$ cat config.mk
export PLATFORM = sky130hd
export DESIGN_NAME = shrink
export DESIGN_NICKNAME = d
export VERILOG_FILES = /design/src/rtl/shrink_pkg.sv /design/src/rtl/shrink_pulse_sync.sv /design/src/rtl/shrink.sv
export SDC_FILE = /design/constraint.sdc
export NUM_CORES = 1
export LEC_CHECK = 0
export ABC_AREA = 0
export BUFFER_PORTS_ARGS = -buffer_cell sky130_fd_sc_hd__buf_2
export CORE_MARGIN = 2
export CORE_UTILIZATION = 55
export CTS_BUF_LIST = sky130_fd_sc_hd__clkbuf_16
export CTS_CLUSTER_DIAMETER = 30
export DETAILED_ROUTE_END_ITERATION = 7
export PLACE_DENSITY = 0.78
export SLEW_MARGIN = 10
export SYNTH_ARGS = -nofsm -noshare
export SYNTH_HDL_FRONTEND = slang
export SYNTH_HIERARCHICAL = 1
export SYNTH_SLANG_ARGS = --single-unit
$ cat constraint.sdc
create_clock -name c -period 2.2 [get_ports c]
set_clock_uncertainty 0.1 [all_clocks]
set_input_delay 0.44 -clock c [delete_from_list [all_inputs] [get_ports c]]
set_output_delay 0.44 -clock c [all_outputs]
set_load 0.05 [all_outputs]
$ cat src/rtl/shrink_pkg.sv
// Shared constants and FSM state type for the shrink pulse qualifier.
// The STUCK state exists only when SHRINK_STUCK_EN is defined.
package shrink_pkg;

  localparam int DEF_SYNC_STAGES = 2;
  localparam int DEF_MIN_W       = 4;
  localparam int DEF_MAX_W       = 64;
  localparam int DEF_CW          = 8;

`ifdef SHRINK_STUCK_EN
  typedef enum logic [1:0] {IDLE, QUAL, HOLD, STUCK} state_t;
`else
  typedef enum logic [1:0] {IDLE, QUAL, HOLD} state_t;
`endif

endpackage

$ cat src/rtl/shrink_pulse_sync.sv
// Multi-stage synchronizer for one asynchronous input, reset to 0.
module pulse_sync #(
  parameter int STAGES = 2
) (
  input  logic clk_sys,
  input  logic rst,
  input  logic d,
  output logic q
);

  logic [STAGES-1:0] sr;

  always_ff @(posedge clk_sys or posedge rst) begin
    if (rst) sr <= '0;
    else     sr <= {sr[STAGES-2:0], d};
  end

  assign q = sr[STAGES-1];

endmodule

$ cat src/rtl/shrink.sv
// Qualifies stretched pulses on w by high width: long enough -> n, too short -> runt.
// SHRINK_STUCK_EN adds stuck-high detection at MAX_W clocks (STUCK state, stuck flag).
//
// state | meaning
// IDLE  | waiting for ws to rise
// QUAL  | ws high, counting towards MIN_W
// HOLD  | pulse qualified, waiting for ws to fall
// STUCK | ws high for MAX_W clocks, waiting for ws to fall
module shrink
  import shrink_pkg::*;
#(
  parameter int SYNC_STAGES = DEF_SYNC_STAGES,
  parameter int MIN_W       = DEF_MIN_W,
  parameter int MAX_W       = DEF_MAX_W,
  parameter int CW          = DEF_CW
) (
  input  logic          c,
  input  logic          r,
  input  logic          w,
  input  logic          clr,
  output logic          n,
  output logic          runt,
  output logic          stuck,
  output logic [CW-1:0] cnt
);

  localparam int HW = $clog2(MAX_W);
  localparam logic [HW-1:0] MIN_LAST = HW'(MIN_W - 1);
`ifdef SHRINK_STUCK_EN
  localparam logic [HW-1:0] MAX_LAST = HW'(MAX_W - 1);
`endif

  logic          ws;
  state_t        state, state_nx;
  logic [HW-1:0] hcnt, hcnt_nx;
  logic          n_nx, runt_nx, inc;
`ifdef SHRINK_STUCK_EN
  logic          stuck_set;
`endif

  pulse_sync #(.STAGES(SYNC_STAGES)) u_sync (
    .clk_sys (c),
    .rst     (r),
    .d       (w),
    .q       (ws)
  );

  always_ff @(posedge c or posedge r) begin
    if (r) begin
      state <= IDLE;
      hcnt  <= '0;
      n     <= 1'b0;
      runt  <= 1'b0;
    end else begin
      state <= state_nx;
      hcnt  <= hcnt_nx;
      n     <= n_nx;
      runt  <= runt_nx;
    end
  end

  always_comb begin
    state_nx = state;
    hcnt_nx  = hcnt;
    n_nx     = 1'b0;
    runt_nx  = 1'b0;
    inc      = 1'b0;
`ifdef SHRINK_STUCK_EN
    stuck_set = 1'b0;
`endif
    case (state)
      IDLE: if (ws) begin
        state_nx = QUAL;
        hcnt_nx  = HW'(1);
      end
      QUAL: if (!ws) begin
        state_nx = IDLE;
        hcnt_nx  = '0;
        runt_nx  = 1'b1;
      end else if (hcnt == MIN_LAST) begin
        state_nx = HOLD;
        hcnt_nx  = hcnt + HW'(1);
        n_nx     = 1'b1;
        inc      = 1'b1;
      end else begin
        hcnt_nx  = hcnt + HW'(1);
      end
      HOLD: if (!ws) begin
        state_nx = IDLE;
        hcnt_nx  = '0;
      end
`ifdef SHRINK_STUCK_EN
      else if (hcnt == MAX_LAST) begin
        state_nx  = STUCK;
        stuck_set = 1'b1;
      end else begin
        hcnt_nx   = hcnt + HW'(1);
      end
      STUCK: if (!ws) begin
        state_nx = IDLE;
        hcnt_nx  = '0;
      end
`endif
      default: state_nx = IDLE;
    endcase
  end

  // A clear that lands on an increment still counts that pulse.
  always_ff @(posedge c or posedge r) begin
    if (r)        cnt <= '0;
    else if (clr) cnt <= inc ? CW'(1) : '0;
    else if (inc) cnt <= cnt + CW'(1);
  end

`ifdef SHRINK_STUCK_EN
  always_ff @(posedge c or posedge r) begin
    if (r)              stuck <= 1'b0;
    else if (stuck_set) stuck <= 1'b1;
    else if (clr)       stuck <= 1'b0;
  end
`else
  assign stuck = 1'b0;
`endif

endmodule
==> run summary, run 1 <==
Status: completed
Worst VDD drop: 0.734 mV
Switch share: 0.310
Setup WS post-layout: 0.291 ns
DRT Wirelength: 1900 um
Count leader, synth: dfrtp_1
Clk_lat worst skew: 0.25 ns
Height of the die: 49.0 um
CP endpoint kind: register
WP data arrival: 1.93 ns
Slew headroom: 0.536
GRT overflow: 0
Top cell type's share of synthesized area: 0.448
Drt pass-1 iters: 4
Routed WL per cell: 12.8 um
CTS Hold Bufs: 1
Final-report hold violation count: 0
RePlAce Congestion: 0.870
Fin nets: 134
Clock Tree Buf Depth: 2
Clk slew on worst S/H paths: 0.05 ns
DRT iter0 DRCs: 16
Worst R2R Start: state[0]$_DFFE_PP0P_
CP Class: register to register
Starting density of the core: 0.575
Routed Antenna Nets: 0
Async S/R FF share, synth: 1.00
Largest net degree at the start of global routing: 19
Die area: 2410 um2
Mapped Cells: 107
Setup Slack @ Placement: 0.292 ns
Post-synth net total: 118
Synth cell count leaders: dfrtp_1 (20), nor2_1 (9), o21ai_0 (8)
Crit path required time: 2.23 ns
Tmin final: 1.91 ns
Htree depth: 1
GRT Total Usage: 0.181
RSZ-0062 raised after global routing: no
Layout Utilization: 0.654
Worst Hold Class: primary input to register
Ant diodes: 0
Max-slew violation count: 0
Clock power frac: 0.332
HPWL after DPL: 1400 um
Crit path launch type: register
Post-CTS Setup Repair Bufs: 0
Initial antenna violation count: 0
Ys flop type: dfrtp_1
I/O Buffers: 13
Combinational share of power: 0.265
Setup violations, final: 0
I/O pin cnt: 15
First-pass GRT wire length: 3350 um
Vias in the first global route: 756
R2R depth: 5
Dominant cell type by area after synthesis: dfrtp_1
Hold Crit Start: w
Post-synthesis cell type count: 31
CP startpoint: state[0]$_DFFE_PP0P_
Final worst-path cycle share: 0.868
Slew @ Worst Pin: 0.695 ns
CTS tree: done
Share of layout cells above drive strength 1: 0.207
Total CTS buffers: 3
R2R setup slack: 0.29 ns
Vias: 832
Drt drc: 0
Crit path max fanout: 11
Reg power frac: 0.403
Number of max-cap violations: 0
Crit path capture: hcnt[3]$_DFFE_PP0P_
Site row count: 16
Highest Clock Rate: 0.524 GHz
Die Span X: 49.0 um
LEAKAGE: 0.581 nW
Mapped Area: 1120 um2
Syn_area_per_cell: 10.4 um2
Post-synthesis register bit count: 20
Final instance area: 1270 um2
Power Density: 856 nW/um2
EDFF count, synth: 0
Setup TNS: 0 ns
Final Power: 1.09 mW
Register area share after synthesis: 0.448
Switching Power: 0.337 mW
Placed Instance Area: 1180 um2
Core box area: 1940 um2
Synthesis-to-layout area growth: 13.8%
Synth Warn #: 6
Top cells by area, synth: dfrtp_1 (45%), ha_1 (7.8%), xnor2_1 (4.7%), nor4_4 (3.8%), o21ai_0 (3.6%)
Root Driver: clkbuf_16
Internal: 0.749 mW
PostCTS Resize Cnt: 0
Clock Sinks: 20
Capture point of the worst reg-to-reg path: hcnt[3]$_DFFE_PP0P_
Vias/cell: 5.62
-- cells in the final DEF, fill, tap and decap left out, drive strengths merged --
master        n
nor4b         1
a31o          1
o31ai         2
nand4         2
mux2          1
or2           1
nand2b        3
nand4b        1
nor3          3
ha            7
dfrtp        20
nor2b         1
o21ai         8
conb          1
o41ai         2
nand2         7
buf          15
nor4          3
and3          1
inv           5
dlygate4sd3   1
xnor2         6
or3           2
clkbuf        3
a31oi         1
o22a          1
a21oi         5
nor2         10
nand3         7
-- worst max-delay path, cell delays in order, from the launching register on --
cell and delay [ns]:
dfrtp_1 0.38, inv_1 0.11, ha_1 0.25, mux2_4 0.28, or2_1 0.34, o41ai_1 0.33
-- registers in the layout, indices dropped and copies added, names as in the netlist --
name and flops:
state 2, hcnt 6, runt 1, u_sync/sr 2
cnt 8, n 1
-- kinds of logic after synthesis --
group,Yosys count,share of synthesized area
AO/OA/AOI/OAI,20,0.109
XOR/XNOR,6,0.0471
adder cells (fa/ha/maj),7,0.0785
buffers and inverters,10,0.0572
flip-flops,20,0.448
multiplexers,1,0.0134
other,1,0.00336
AND/OR/NAND/NOR,42,0.243
-- metal layers --
metal / global-route usage / up-vias / share of wire
li1: - / 404 / -
met1: 0.227 / 394 / 0.43
met2: 0.304 / 29 / 0.49
met3: 0.0276 / 5 / 0.053
met4: 0.0857 / 0 / 0.021
met5: 0 / - / 0
-- area by class of cell --
cell class                 instances  area [um2]
fill                             157         672
multi-input combinational         77         552
sequential                        20         500
timing repair buffer              16        90.1
clock buffer                       3        75.1
tap                               27        33.8
inverter                           5        18.8
-- metrics by stage --
| step | hold slack [ns] | instances |
|---|---|---|
| 5_1_grt | 0.191 | 148 |
| 2_1_floorplan | 0.0812 | 107 |
| 6_report | 0.197 | 148 |
| 3_5_place_dp | 0.201 | 144 |
| 3_3_place_gp | 0.198 | 144 |
| 4_1_cts | 0.195 | 148 |
-- worst min-delay path by stage --
stage	to	slack, ns	cells past startpoint
detailed placement	u_sync/sr[1]$_DFF_PP0_	0.20	2
CTS	u_sync/sr[0]$_DFF_PP0_	0.20	1
global route	u_sync/sr[0]$_DFF_PP0_	0.19	1
global placement	u_sync/sr[0]$_DFF_PP0_	0.20	2
finish	u_sync/sr[0]$_DFF_PP0_	0.20	1
floorplan	u_sync/sr[0]$_DFF_PP0_	0.08	1
-- power by group through the flow --
stage | registers, mW | logic, mW | clock network [mW]
2_1_floorplan | 0.463 | 0.205 | 0
3_3_place_gp | 0.441 | 0.274 | 0
3_5_place_dp | 0.443 | 0.286 | 0
4_1_cts | 0.437 | 0.289 | 0.367
5_1_grt | 0.444 | 0.326 | 0.380
6_report | 0.438 | 0.288 | 0.361
(Power assumes the default switching activity.)
==> run 2, diff against run 1 <==
--- a/config.mk
+++ b/config.mk
@@ -12,6 +12,7 @@
 export CTS_BUF_LIST = sky130_fd_sc_hd__clkbuf_16
 export CTS_CLUSTER_DIAMETER = 30
 export DETAILED_ROUTE_END_ITERATION = 7
+export GPL_TIMING_DRIVEN = 0
 export PLACE_DENSITY = 0.78
 export SLEW_MARGIN = 10
 export SYNTH_ARGS = -nofsm -noshare
==> run summary, run 2 (same netlist as run 1, synthesis figures left out) <==
DRT iter0 DRCs: 9
RSZ-0062 raised after global routing: no
Switch share: 0.308
Vias: 829
HPWL after DPL: 1450 um
CP endpoint kind: register
PostCTS Resize Cnt: 0
Final worst-path cycle share: 0.855
Ant diodes: 0
Placed cell count: 146
Clock power frac: 0.336
Post-CTS Setup Repair Bufs: 0
Final Power: 1.09 mW
Share of layout cells above drive strength 1: 0.210
Top flop regs: cnt (8), hcnt (6)
Worst VDD drop: 0.605 mV
First-pass GRT wire length: 3370 um
Clock Tree Buf Depth: 2
Final-report hold violation count: 0
Non-Filler Instances: 151
Fin nets: 136
Total CTS buffers: 3
CTS tree: done
Synthesis-to-layout area growth: 16.4%
Crit path required time: 2.23 ns
Clk slew on worst S/H paths: 0.05 ns
WP data arrival: 1.91 ns
Routed WL per cell: 13.1 um
Core box area: 1940 um2
Crit path launch type: register
Drt pass-1 iters: 4
Clock Sinks: 20
Root Driver: clkbuf_16
Tmin final: 1.88 ns
LEAKAGE: 0.594 nW
Most frequent cells in the layout: dfrtp_1 (20), buf_2 (12), nor2_1 (9), o21ai_0 (8)
Vias/cell: 5.49
Slew @ Worst Pin: 0.675 ns
Commonest non-fill, non-tap cell in the layout: dfrtp_1
Number of max-cap violations: 0
RePlAce Congestion: 0.789
Internal: 0.753 mW
Die area: 2410 um2
I/O pin cnt: 15
Clk_lat worst skew: 0.25 ns
Power Density: 839 nW/um2
Biggest register: cnt
Status: completed
Starting density of the core: 0.575
Combinational share of power: 0.267
Site row count: 16
Crit path max fanout: 10
Layout Utilization: 0.669
DRT Wirelength: 1970 um
Vias in the first global route: 802
Worst Hold Class: primary input to register
Drt drc: 0
Slew headroom: 0.550
GRT overflow: 0
Max reg flops: 8
Setup TNS: 0 ns
Reg power frac: 0.398
Highest Clock Rate: 0.532 GHz
GRT Total Usage: 0.186
Height of the die: 49.0 um
Switching Power: 0.336 mW
Routed Antenna Nets: 0
CP Class: register to register
Htree depth: 1
I/O Buffers: 12
Max-slew violation count: 0
Setup violations, final: 0
Die Span X: 49.0 um
Largest net degree at the start of global routing: 19
Initial antenna violation count: 0
## run 2: power by group through the flow
stage / sequential (mW) / combinational [mW] / clock, mW
6_report: 0.433 / 0.290 / 0.366
5_1_grt: 0.438 / 0.323 / 0.396
4_1_cts: 0.434 / 0.291 / 0.373
3_5_place_dp: 0.441 / 0.287 / 0
3_3_place_gp: 0.439 / 0.276 / 0
2_1_floorplan: 0.463 / 0.205 / 0
## run 2: critical path, cell delays in order (launching register included)
cell and delay, ns:
dfrtp_1 0.37, inv_1 0.09, ha_1 0.25, mux2_4 0.29, or2_1 0.25, buf_6 0.15
o21ai_0 0.17, o41ai_1 0.09
## run 2: cell type report
| cell class | instances | area [um2] |
|---|---|---|
| Fill cell | 151 | 643 |
| Multi-Input combinational cell | 77 | 552 |
| Sequential cell | 20 | 500 |
| Clock buffer | 3 | 75.1 |
| Timing Repair Buffer | 13 | 70.1 |
| Buffer | 5 | 45.0 |
| Tap cell | 27 | 33.8 |
| Inverter | 5 | 18.8 |
| Clock inverter | 1 | 3.75 |
## run 2: metal layers
| metal | vias to the layer above | track usage | part of all wire |
|---|---|---|---|
| li1 | 409 | - | - |
| met1 | 403 | 0.206 | 0.43 |
| met2 | 15 | 0.331 | 0.53 |
| met3 | 2 | 0.0429 | 0.035 |
| met4 | 0 | 0.0952 | 0.0056 |
| met5 | - | 0 | 0 |
## run 2: worst paths after layout
check                                  startpoint                     end  slack [ns]  depth (start not counted)
setup / recovery             state[0]$_DFFE_PP0P_     hcnt[5]$_DFFE_PP0P_        0.32                          7
hold / removal                                  w  u_sync/sr[0]$_DFF_PP0_        0.20                          1
setup reg to reg             state[0]$_DFFE_PP0P_     hcnt[5]$_DFFE_PP0P_        0.32                          7
hold reg to reg            u_sync/sr[0]$_DFF_PP0_  u_sync/sr[1]$_DFF_PP0_        0.26                          0
max in group asynchronous                       r      cnt[1]$_DFFE_PP0P_        0.82                          3
min in group asynchronous                       r  u_sync/sr[0]$_DFF_PP0_        0.49                          3
## run 2: per-stage QoR
| stage | hold slack [ns] | instance area (um2) | setup slack [ns] |
|---|---|---|---|
| after global placement | 0.198 | 1210 | 0.391 |
| final | 0.201 | 1300 | 0.320 |
| after floorplan | 0.0812 | 1120 | 0.469 |
| after CTS | 0.200 | 1300 | 0.307 |
| after global routing | 0.197 | 1300 | 0.207 |
| after detailed placement | 0.207 | 1210 | 0.331 |
## run 2: timing repair
action,CTS,global route
hold buffers,1,0
hold endpoints to repair,2,0
endpoints found under the setup margin,0,0
